--- config.mk ---
export PLATFORM = sky130hd
export DESIGN_NAME = msrv32_fetch_sequencer_flat
export DESIGN_NICKNAME = d
export VERILOG_FILES = /design/src/rtl/msrv32_fetch_sequencer_if.sv /design/src/rtl/msrv32_fetch_sequencer.sv /design/src/flat_wrapper.sv
export SDC_FILE = /design/constraint.sdc
export NUM_CORES = 1
export LEC_CHECK = 0
export ABC_AREA = 0
export BUFFER_PORTS_ARGS = -buffer_cell sky130_fd_sc_hd__buf_4
export CORE_ASPECT_RATIO = 0.6
export CORE_UTILIZATION = 57
export CTS_CLUSTER_DIAMETER = 80
export DETAILED_ROUTE_END_ITERATION = 8
export MAX_ROUTING_LAYER = met4
export PLACE_DENSITY = 0.95
export SLEW_MARGIN = 20
export SYNTH_ARGS = -nofsm -noshare
export SYNTH_HDL_FRONTEND = slang
export SYNTH_SLANG_ARGS = --single-unit
--- constraint.sdc ---
create_clock -name ms_riscv32_mp_clk_in -period 6 [get_ports ms_riscv32_mp_clk_in]
set_input_delay 1.2 -clock ms_riscv32_mp_clk_in [delete_from_list [all_inputs] [get_ports ms_riscv32_mp_clk_in]]
set_output_delay 1.2 -clock ms_riscv32_mp_clk_in [all_outputs]
set_load 0.02 [all_outputs]
--- src/rtl/msrv32_fetch_sequencer_if.sv ---
// Instruction-memory handshake bundle for the fetch sequencer.
// The master side (fetch sequencer) drives the request and address; the
// slave side (instruction memory) returns the one-cycle completion strobe.
interface msrv32_fetch_sequencer_if;
  logic        imem_req_out;
  logic [31:0] imem_addr_out;
  logic        imem_ack_in;

  modport master (
    output imem_req_out,
    output imem_addr_out,
    input  imem_ack_in
  );

  modport slave (
    input  imem_req_out,
    input  imem_addr_out,
    output imem_ack_in
  );
endinterface

--- src/rtl/msrv32_fetch_sequencer.sv ---
// Fetch sequencer: owns the fetch PC, keeps at most one instruction-memory
// request in flight, selects the next PC (trap > branch > +4) and hands the
// fetched PC to decode through a valid/stall handshake. A request that is
// redirected before its ack is left up until the ack arrives (DROP) so that
// the memory never sees an address change under an outstanding request.
module msrv32_fetch_sequencer #(
  parameter logic [31:0] BOOT_ADDR   = 32'h0000_0000,
  parameter int unsigned ACK_TIMEOUT = 16
) (
  input  logic                            ms_riscv32_mp_clk_in,
  input  logic                            ms_riscv32_mp_rst_in,
  msrv32_fetch_sequencer_if.master        imem,
  input  logic                            branch_taken_in,
  input  logic [31:0]                     branch_target_in,
  input  logic                            trap_taken_in,
  input  logic [31:0]                     trap_vector_in,
  input  logic                            stall_in,
  output logic [31:0]                     pc_out,
  output logic [31:0]                     pc_plus_4_out,
  output logic                            pc_valid_out,
  output logic                            misaligned_out,
  output logic                            fetch_err_out
);

  localparam int unsigned CNT_W = $clog2(ACK_TIMEOUT + 1);

  typedef enum logic [1:0] {
    ST_BOOT  = 2'd0,
    ST_REQ   = 2'd1,
    ST_DROP  = 2'd2,
    ST_VALID = 2'd3
  } state_e;

  state_e             state_q, state_d;
  logic [31:0]        fetch_pc_q, fetch_pc_d;
  logic [31:0]        pend_pc_q, pend_pc_d;
  logic [31:0]        pc_q, pc_d;
  logic               req_q, req_d;
  logic               valid_q, valid_d;
  logic               misaligned_q;
  logic               err_q, err_d;
  logic [CNT_W-1:0]   cnt_q, cnt_d;

  logic               redirect_s;
  logic               misaligned_s;
  logic [31:0]        target_s;
  logic [31:0]        trap_target_s;
  logic               req_active_s;

  // Trap vectors are word aligned by construction: low two bits forced to zero.
  assign trap_target_s = trap_vector_in & 32'hFFFF_FFFC;

  // Redirect arbitration: trap wins; a branch only redirects to an aligned target.
  always_comb begin
    redirect_s   = 1'b0;
    misaligned_s = 1'b0;
    target_s     = 32'h0000_0000;
    if (trap_taken_in) begin
      redirect_s = 1'b1;
      target_s   = trap_target_s;
    end else if (branch_taken_in) begin
      if (branch_target_in[1:0] == 2'b00) begin
        redirect_s = 1'b1;
        target_s   = branch_target_in;
      end else begin
        misaligned_s = 1'b1;
      end
    end else begin
      redirect_s = 1'b0;
    end
  end

  // Next-state, next-PC and registered-output decode for the fetch FSM.
  always_comb begin
    state_d    = state_q;
    fetch_pc_d = fetch_pc_q;
    pend_pc_d  = pend_pc_q;
    pc_d       = pc_q;
    case (state_q)
      ST_BOOT: begin
        if (redirect_s) begin
          fetch_pc_d = target_s;
        end else begin
          fetch_pc_d = fetch_pc_q;
        end
        state_d = ST_REQ;
      end
      ST_REQ: begin
        if (imem.imem_ack_in) begin
          if (redirect_s) begin
            // Returned instruction belongs to the old path: drop it, re-request.
            fetch_pc_d = target_s;
          end else begin
            pc_d       = fetch_pc_q;
            fetch_pc_d = fetch_pc_q + 32'd4;
            state_d    = ST_VALID;
          end
        end else if (redirect_s) begin
          pend_pc_d = target_s;
          state_d   = ST_DROP;
        end else begin
          state_d = ST_REQ;
        end
      end
      ST_DROP: begin
        if (imem.imem_ack_in) begin
          if (redirect_s) begin
            fetch_pc_d = target_s;
          end else begin
            fetch_pc_d = pend_pc_q;
          end
          state_d = ST_REQ;
        end else if (redirect_s) begin
          pend_pc_d = target_s;
        end else begin
          state_d = ST_DROP;
        end
      end
      ST_VALID: begin
        if (redirect_s) begin
          fetch_pc_d = target_s;
          state_d    = ST_REQ;
        end else if (!stall_in) begin
          state_d = ST_REQ;
        end else begin
          state_d = ST_VALID;
        end
      end
      default: begin
        state_d    = ST_BOOT;
        fetch_pc_d = BOOT_ADDR;
      end
    endcase
    req_d   = (state_d == ST_REQ) || (state_d == ST_DROP);
    valid_d = (state_d == ST_VALID);
  end

  assign req_active_s = (state_q == ST_REQ) || (state_q == ST_DROP);

  // Ack watchdog: count unanswered request cycles, pulse an error and retry.
  always_comb begin
    cnt_d = {CNT_W{1'b0}};
    err_d = 1'b0;
    if (req_active_s && !imem.imem_ack_in) begin
      if ((cnt_q + CNT_W'(1)) == CNT_W'(ACK_TIMEOUT)) begin
        cnt_d = {CNT_W{1'b0}};
        err_d = 1'b1;
      end else begin
        cnt_d = cnt_q + CNT_W'(1);
        err_d = 1'b0;
      end
    end else begin
      cnt_d = {CNT_W{1'b0}};
      err_d = 1'b0;
    end
  end

  // State and datapath registers, cleared immediately by the async reset.
  always_ff @(posedge ms_riscv32_mp_clk_in or negedge ms_riscv32_mp_rst_in) begin
    if (!ms_riscv32_mp_rst_in) begin
      state_q      <= ST_BOOT;
      fetch_pc_q   <= BOOT_ADDR;
      pend_pc_q    <= BOOT_ADDR;
      pc_q         <= BOOT_ADDR;
      req_q        <= 1'b0;
      valid_q      <= 1'b0;
      misaligned_q <= 1'b0;
      err_q        <= 1'b0;
      cnt_q        <= {CNT_W{1'b0}};
    end else begin
      state_q      <= state_d;
      fetch_pc_q   <= fetch_pc_d;
      pend_pc_q    <= pend_pc_d;
      pc_q         <= pc_d;
      req_q        <= req_d;
      valid_q      <= valid_d;
      misaligned_q <= misaligned_s;
      err_q        <= err_d;
      cnt_q        <= cnt_d;
    end
  end

  assign imem.imem_req_out  = req_q;
  assign imem.imem_addr_out = fetch_pc_q;
  assign pc_out             = pc_q;
  assign pc_plus_4_out      = pc_q + 32'd4;
  assign pc_valid_out       = valid_q;
  assign misaligned_out     = misaligned_q;
  assign fetch_err_out      = err_q;

endmodule

--- src/flat_wrapper.sv ---
// flat-port wrapper written by rule: the top's interface ports become plain ports
module msrv32_fetch_sequencer_flat 
#(
  parameter logic [31:0] BOOT_ADDR   = 32'h0000_0000,
  parameter int unsigned ACK_TIMEOUT = 16
)
  (ms_riscv32_mp_clk_in, ms_riscv32_mp_rst_in, branch_taken_in, branch_target_in, trap_taken_in, trap_vector_in, stall_in, pc_out, pc_plus_4_out, pc_valid_out, misaligned_out, fetch_err_out, imem_imem_req_out, imem_imem_addr_out, imem_imem_ack_in);
  msrv32_fetch_sequencer_if imem_i ();
  input  logic ms_riscv32_mp_clk_in;
  input  logic ms_riscv32_mp_rst_in;
  input  logic branch_taken_in;
  input  logic [31:0] branch_target_in;
  input  logic trap_taken_in;
  input  logic [31:0] trap_vector_in;
  input  logic stall_in;
  output logic [31:0] pc_out;
  output logic [31:0] pc_plus_4_out;
  output logic pc_valid_out;
  output logic misaligned_out;
  output logic fetch_err_out;
  output wire logic [$bits(imem_i.imem_req_out)-1:0] imem_imem_req_out;
  output wire logic [$bits(imem_i.imem_addr_out)-1:0] imem_imem_addr_out;
  input wire logic [$bits(imem_i.imem_ack_in)-1:0] imem_imem_ack_in;
  assign imem_imem_req_out = imem_i.imem_req_out;
  assign imem_imem_addr_out = imem_i.imem_addr_out;
  assign imem_i.imem_ack_in = imem_imem_ack_in;
  msrv32_fetch_sequencer #(.BOOT_ADDR(BOOT_ADDR), .ACK_TIMEOUT(ACK_TIMEOUT)) u_core (.ms_riscv32_mp_clk_in(ms_riscv32_mp_clk_in), .ms_riscv32_mp_rst_in(ms_riscv32_mp_rst_in), .imem(imem_i), .branch_taken_in(branch_taken_in), .branch_target_in(branch_target_in), .trap_taken_in(trap_taken_in), .trap_vector_in(trap_vector_in), .stall_in(stall_in), .pc_out(pc_out), .pc_plus_4_out(pc_plus_4_out), .pc_valid_out(pc_valid_out), .misaligned_out(misaligned_out), .fetch_err_out(fetch_err_out));
endmodule
==> summary.txt <==
STA
  – Tightest slew margin relative to the limit: 0.320
  – Fraction of the cycle the final worst path needs: 0.625
  – Peak clock frequency supported by timing: 0.267 GHz
  – Clock Skew: about 0.007 ns
  – Min setup slack post-route: 2.25 ns
  – Number of hold-slack violations in the final timing report: 0
  – Setup repair after global routing missed its margin: false
  – Transition time at the pin with the least slew margin: slightly above 1 ns
  – Total of endpoints with negative setup slack in the final report: 0
  – Post-Route Setup TNS: 0 ns
  – Period minus WS final: between 3 and 4 ns
  – Final Max Tran Viols: 0
  – Worst hold slack across all endpoints: between 0.4 and 0.5 ns

Floorplanning
  – Count of boundary I/O pins: 170
  – Y dimension of the die: about 82 µm
  – Die width: around 130 µm
  – Placeable Area: around 10000 µm²
  – Die Area: 11000 µm²
  – Floorplan row count: 28
  – Initial Utilization: 0.598

Clocking
  – Clk slew on worst S/H paths: approximately 0.070 ns
  – Number of H-tree branching levels: 3
  – Worst-case clock buffer depth: 2
  – Post-CTS Hold Buffers: 0
  – Num CTS Buffers: 9
  – Number of gates resized after CTS: 0
  – Setup fix buffers added after clock tree synthesis: 0
  – Clock Tree Root: sky130_fd_sc_hd__clkbuf_16
  – CTS sink cnt: between 100 and 150
  – Insertion delay to the later sink of the worst-skew pair: approximately 0.35 ns
  – TritonCTS clock tree: yes

Cells and area
  – Fraction of layout instances using a drive strength above 1: 0.331
  – FF+latch area: between 2000 and 3000 µm²
  – Inserted Diodes: 0
  – Footprint of the multi-input gates: roughly 3200 µm²
  – Finished Cell Area: around 7600 µm²
  – Finished Layout Cells: a little under 900
  – Fill cells: just under 700
  – Post-synthesis to final-layout area growth: 27.1%
  – Final Core Density: 0.760
  – Count of nets after finishing: 825

Route
  – Total length of routed wires: 17.2 mm
  – Number of vias after detailed routing: about 5700
  – Iter 0 DRT Violations: about 440
  – DRC violations left: 0
  – Number of nets with antenna violations after routing: 0
  – Drt via density: 6.40
  – Count of TritonRoute iterations in the first routing pass: 5
  – Detailed-route wire length per cell: 19.4 µm

Status
  – Outcome: finished clean

Synth
  – Count of yosys warnings during synthesis: 0
  – Synth cell types: 64
  – Post-Synthesis Net Count: between 600 and 700
  – Synthesis-stage register bit count: approximately 110
  – Complex-gate fraction of the synthesized area: 0.168
  – Synth Cell Area: about 6000 µm²
  – Mapped Cells: between 500 and 600
  – Area fraction in and, or, nand and nor cells after synthesis: 0.165
  – Fraction of the yosys area taken by sequential cells: 0.445
  – Ys async rst share: 1.00
  – Fraction of the mapped netlist area in adder cells: 0.0167
  – Number of synthesized flops with an enable pin: 0
  – Syn avg cell area: 10.0 µm²
  – Xor/xnor share of the synthesized area: 0.0437
  – Top flip-flop cell by instance count after synthesis: sky130_fd_sc_hd__dfrtp_1
  – Combinational family with the most area after synthesis: compound AO/OA/AOI/OAI gates
  – Share of cell area taken by muxes after synthesis: 0.127

Setup path
  – Logic depth of the worst register-to-register path: 6
  – Worst Setup End Kind: output pin
  – Worst flop-to-flop path startpoint: u_core.state_q[0]$_DFF_PN0_
  – Arrival time of the worst setup path: ~2.6 ns
  – Reg2reg end: u_core.pend_pc_q[2]$_DFFE_PN0P_
  – Critical path startpoint category: flip-flop
  – Max FO, Critical Path: 6
  – Worst setup path class: reg -> out
  – FF-to-FF setup slack: approximately 3.2 ns
  – Worst endpoint required time: around 4.8 ns

Placed design
  – Placed instance count: about 870
  – Number of input and output port buffers inserted: between 150 and 200
  – Instance area at placement: 7340 µm²
  – Final weighted congestion in routability-driven placement: between 0.8 and 0.9
  – HPWL reported at the end of detailed placement: ~12 mm
  – Worst slack, placed: approximately 2.4 ns

Min path
  – Hold Path Depth: 2
  – Startpoint of the lowest-slack hold path: u_core.pend_pc_q[14]$_DFFE_PN0P_
  – Class of the tightest hold or removal check: reg -> reg
  – Worst min-delay path endpoint: u_core.pend_pc_q[14]$_DFFE_PN0P_

Global routing
  – GR Overflow Total: 0
  – All-Layer GR Usage: 0.336
  – Pin count of the biggest net entering global routing: 80
  – Initial antenna violation count: 0
  – Wire length of the first global-routing pass: 27.4 mm
  – Number of global-route vias before repair: 5380

Power and ir drop
  – Overall Power: 3.70 mW
  – Static power due to leakage: 3.47 nW
  – Pwr/cell area: slightly below 500 nW/µm²
  – Largest voltage drop on the vdd net: ~0.43 mV

Job
  – # Max-Cap Violations: 0
[cells in the final DEF, fill, tap and decap left out, types with 3 or more instances in the layout]
master,Yosys,final
sky130_fd_sc_hd__o22ai_1,3,3
sky130_fd_sc_hd__mux2i_1,22,22
sky130_fd_sc_hd__nand4_1,19,19
sky130_fd_sc_hd__nand2_1,62,61
sky130_fd_sc_hd__xnor2_1,24,24
sky130_fd_sc_hd__and4_1,3,3
sky130_fd_sc_hd__inv_1,12,12
sky130_fd_sc_hd__a22o_1,7,7
sky130_fd_sc_hd__nor3_2,3,4
sky130_fd_sc_hd__nor3_1,7,6
sky130_fd_sc_hd__a221oi_1,7,7
sky130_fd_sc_hd__mux2_1,4,4
sky130_fd_sc_hd__nand3_1,20,20
sky130_fd_sc_hd__xor2_1,6,6
sky130_fd_sc_hd__or3_1,3,3
sky130_fd_sc_hd__nor4_1,5,5
sky130_fd_sc_hd__a32oi_1,4,4
sky130_fd_sc_hd__nor2_1,20,20
sky130_fd_sc_hd__ha_1,8,8
sky130_fd_sc_hd__clkbuf_16,0,9
sky130_fd_sc_hd__o21ai_0,64,64
sky130_fd_sc_hd__a31oi_1,10,10
sky130_fd_sc_hd__buf_4,2,172
sky130_fd_sc_hd__mux2_2,44,44
sky130_fd_sc_hd__and3_1,10,10
sky130_fd_sc_hd__nor3b_1,4,4
sky130_fd_sc_hd__a2bb2oi_1,3,3
sky130_fd_sc_hd__o2bb2ai_1,14,14
sky130_fd_sc_hd__a21oi_1,19,19
sky130_fd_sc_hd__clkinv_2,0,3
sky130_fd_sc_hd__a41oi_1,3,3
sky130_fd_sc_hd__o31a_1,4,4
sky130_fd_sc_hd__and2_1,4,4
sky130_fd_sc_hd__dfrtp_1,107,107
[final cells by class]
type / count / area share
multi-input cells: 445 / 0.414
flip-flops and latches: 107 / 0.350
repair buffers: 172 / 0.169
clock buffers: 11 / 0.0318
well taps: 135 / 0.0221
clock inverters: 5 / 0.00688
inverters: 12 / 0.00589
[how the worst max path moves through the flow]
stage / start / to / depth (start not counted)
final: u_core.pc_out[3]$_DFFE_PN0P_ / pc_plus_4_out[28] / 7
after global routing: u_core.pc_out[2]$_DFFE_PN0P_ / pc_plus_4_out[28] / 7
after CTS: u_core.pc_out[3]$_DFFE_PN0P_ / pc_plus_4_out[28] / 7
after detailed placement: trap_taken_in / u_core.imem.imem_addr_out[23]$_DFFE_PN0P_ / 6
after global placement: trap_taken_in / u_core.imem.imem_addr_out[23]$_DFFE_PN0P_ / 6
after floorplan: u_core.pc_out[3]$_DFFE_PN0P_ / pc_plus_4_out[30] / 6
[sequential cells by signal, summed over array words and instances (netlist names)]
name                       count
u_core.cnt_q                   5
u_core.fetch_err_out           1
u_core.imem.imem_addr_out     32
u_core.imem.imem_req_out       1
u_core.misaligned_out          1
u_core.pc_out                 32
u_core.pc_valid_out            1
u_core.pend_pc_q              32
u_core.state_q                 2
[cells in the mapped netlist (2+ instances only)]
cell type                     n  area share
sky130_fd_sc_hd__nor3_2       3      0.0050
sky130_fd_sc_hd__mux2_2      44       0.082
sky130_fd_sc_hd__o32ai_1      2      0.0029
sky130_fd_sc_hd__buf_4        2      0.0025
sky130_fd_sc_hd__a2bb2oi_1    3      0.0044
sky130_fd_sc_hd__nor3_1       7      0.0058
sky130_fd_sc_hd__inv_1       12      0.0075
sky130_fd_sc_hd__and4_1       3      0.0044
sky130_fd_sc_hd__o31a_1       4      0.0058
sky130_fd_sc_hd__ha_1         8       0.017
sky130_fd_sc_hd__nor2_2       2      0.0021
sky130_fd_sc_hd__and4b_1      2      0.0033
sky130_fd_sc_hd__o21ai_0     64       0.053
sky130_fd_sc_hd__o221ai_1     2      0.0029
sky130_fd_sc_hd__nand2_1     62       0.039
sky130_fd_sc_hd__o21ai_1      2      0.0017
sky130_fd_sc_hd__and3_1      10       0.010
sky130_fd_sc_hd__or2_2        2      0.0021
sky130_fd_sc_hd__a31oi_1     10       0.010
sky130_fd_sc_hd__buf_2       16       0.013
sky130_fd_sc_hd__o2bb2ai_1   14       0.020
sky130_fd_sc_hd__nand4_1     19       0.020
sky130_fd_sc_hd__dfrtp_1    107        0.45
sky130_fd_sc_hd__xor2_1       6      0.0087
sky130_fd_sc_hd__nor2_1      20       0.012
sky130_fd_sc_hd__xnor2_1     24       0.035
sky130_fd_sc_hd__a22o_1       7       0.010
sky130_fd_sc_hd__nand3_1     20       0.017
sky130_fd_sc_hd__nand2b_1     2      0.0021
sky130_fd_sc_hd__nor3b_1      4      0.0050
sky130_fd_sc_hd__nor4_1       5      0.0052
sky130_fd_sc_hd__o31ai_1      2      0.0025
sky130_fd_sc_hd__a41oi_1      3      0.0044
sky130_fd_sc_hd__or3_1        3      0.0031
sky130_fd_sc_hd__a21oi_1     19       0.016
sky130_fd_sc_hd__mux2_1       4      0.0075
sky130_fd_sc_hd__mux2i_1     22       0.037
sky130_fd_sc_hd__and2_1       4      0.0042
sky130_fd_sc_hd__clkbuf_1    17       0.011
sky130_fd_sc_hd__a32oi_1      4      0.0058
sky130_fd_sc_hd__a221oi_1     7       0.010
sky130_fd_sc_hd__nor2b_1      2      0.0021
sky130_fd_sc_hd__o22ai_1      3      0.0031
[metal layers]
layer,vias up,share of wire,track usage
li1,2531,-,-
met1,2769,0.40,0.416
met2,328,0.49,0.546
met3,47,0.079,0.0741
met4,0,0.027,0.135
met5,-,0,-
[report_power, final]
part / leakage, nW / total (mW) / switching (mW) / internal [mW]
Combinational: 1.95 / 1.71 / 0.971 / 0.741
Clock: 0.145 / 0.598 / 0.265 / 0.333
Sequential: 1.37 / 1.39 / 0.386 / 1.01
Total: 3.47 / 3.70 / 1.62 / 2.08
[critical path, stage by stage (launching register included)]
cell	delay [ns]
sky130_fd_sc_hd__dfrtp_1	0.46
sky130_fd_sc_hd__ha_1	0.31
sky130_fd_sc_hd__nand2_1	0.13
sky130_fd_sc_hd__nor3_2	0.37
sky130_fd_sc_hd__nor3b_2	0.43
sky130_fd_sc_hd__nand3_1	0.14
sky130_fd_sc_hd__xnor2_1	0.18
sky130_fd_sc_hd__buf_4	0.17
[cells by family after synthesis]
logic type      count (synthesis)
simple gates                  181
buf+inv                        47
fa+ha+maj                       8
xor+xnor                       30
flops                         107
compound gates                156
mux                            70
Note: power is estimated with default switching activity, not from simulation.
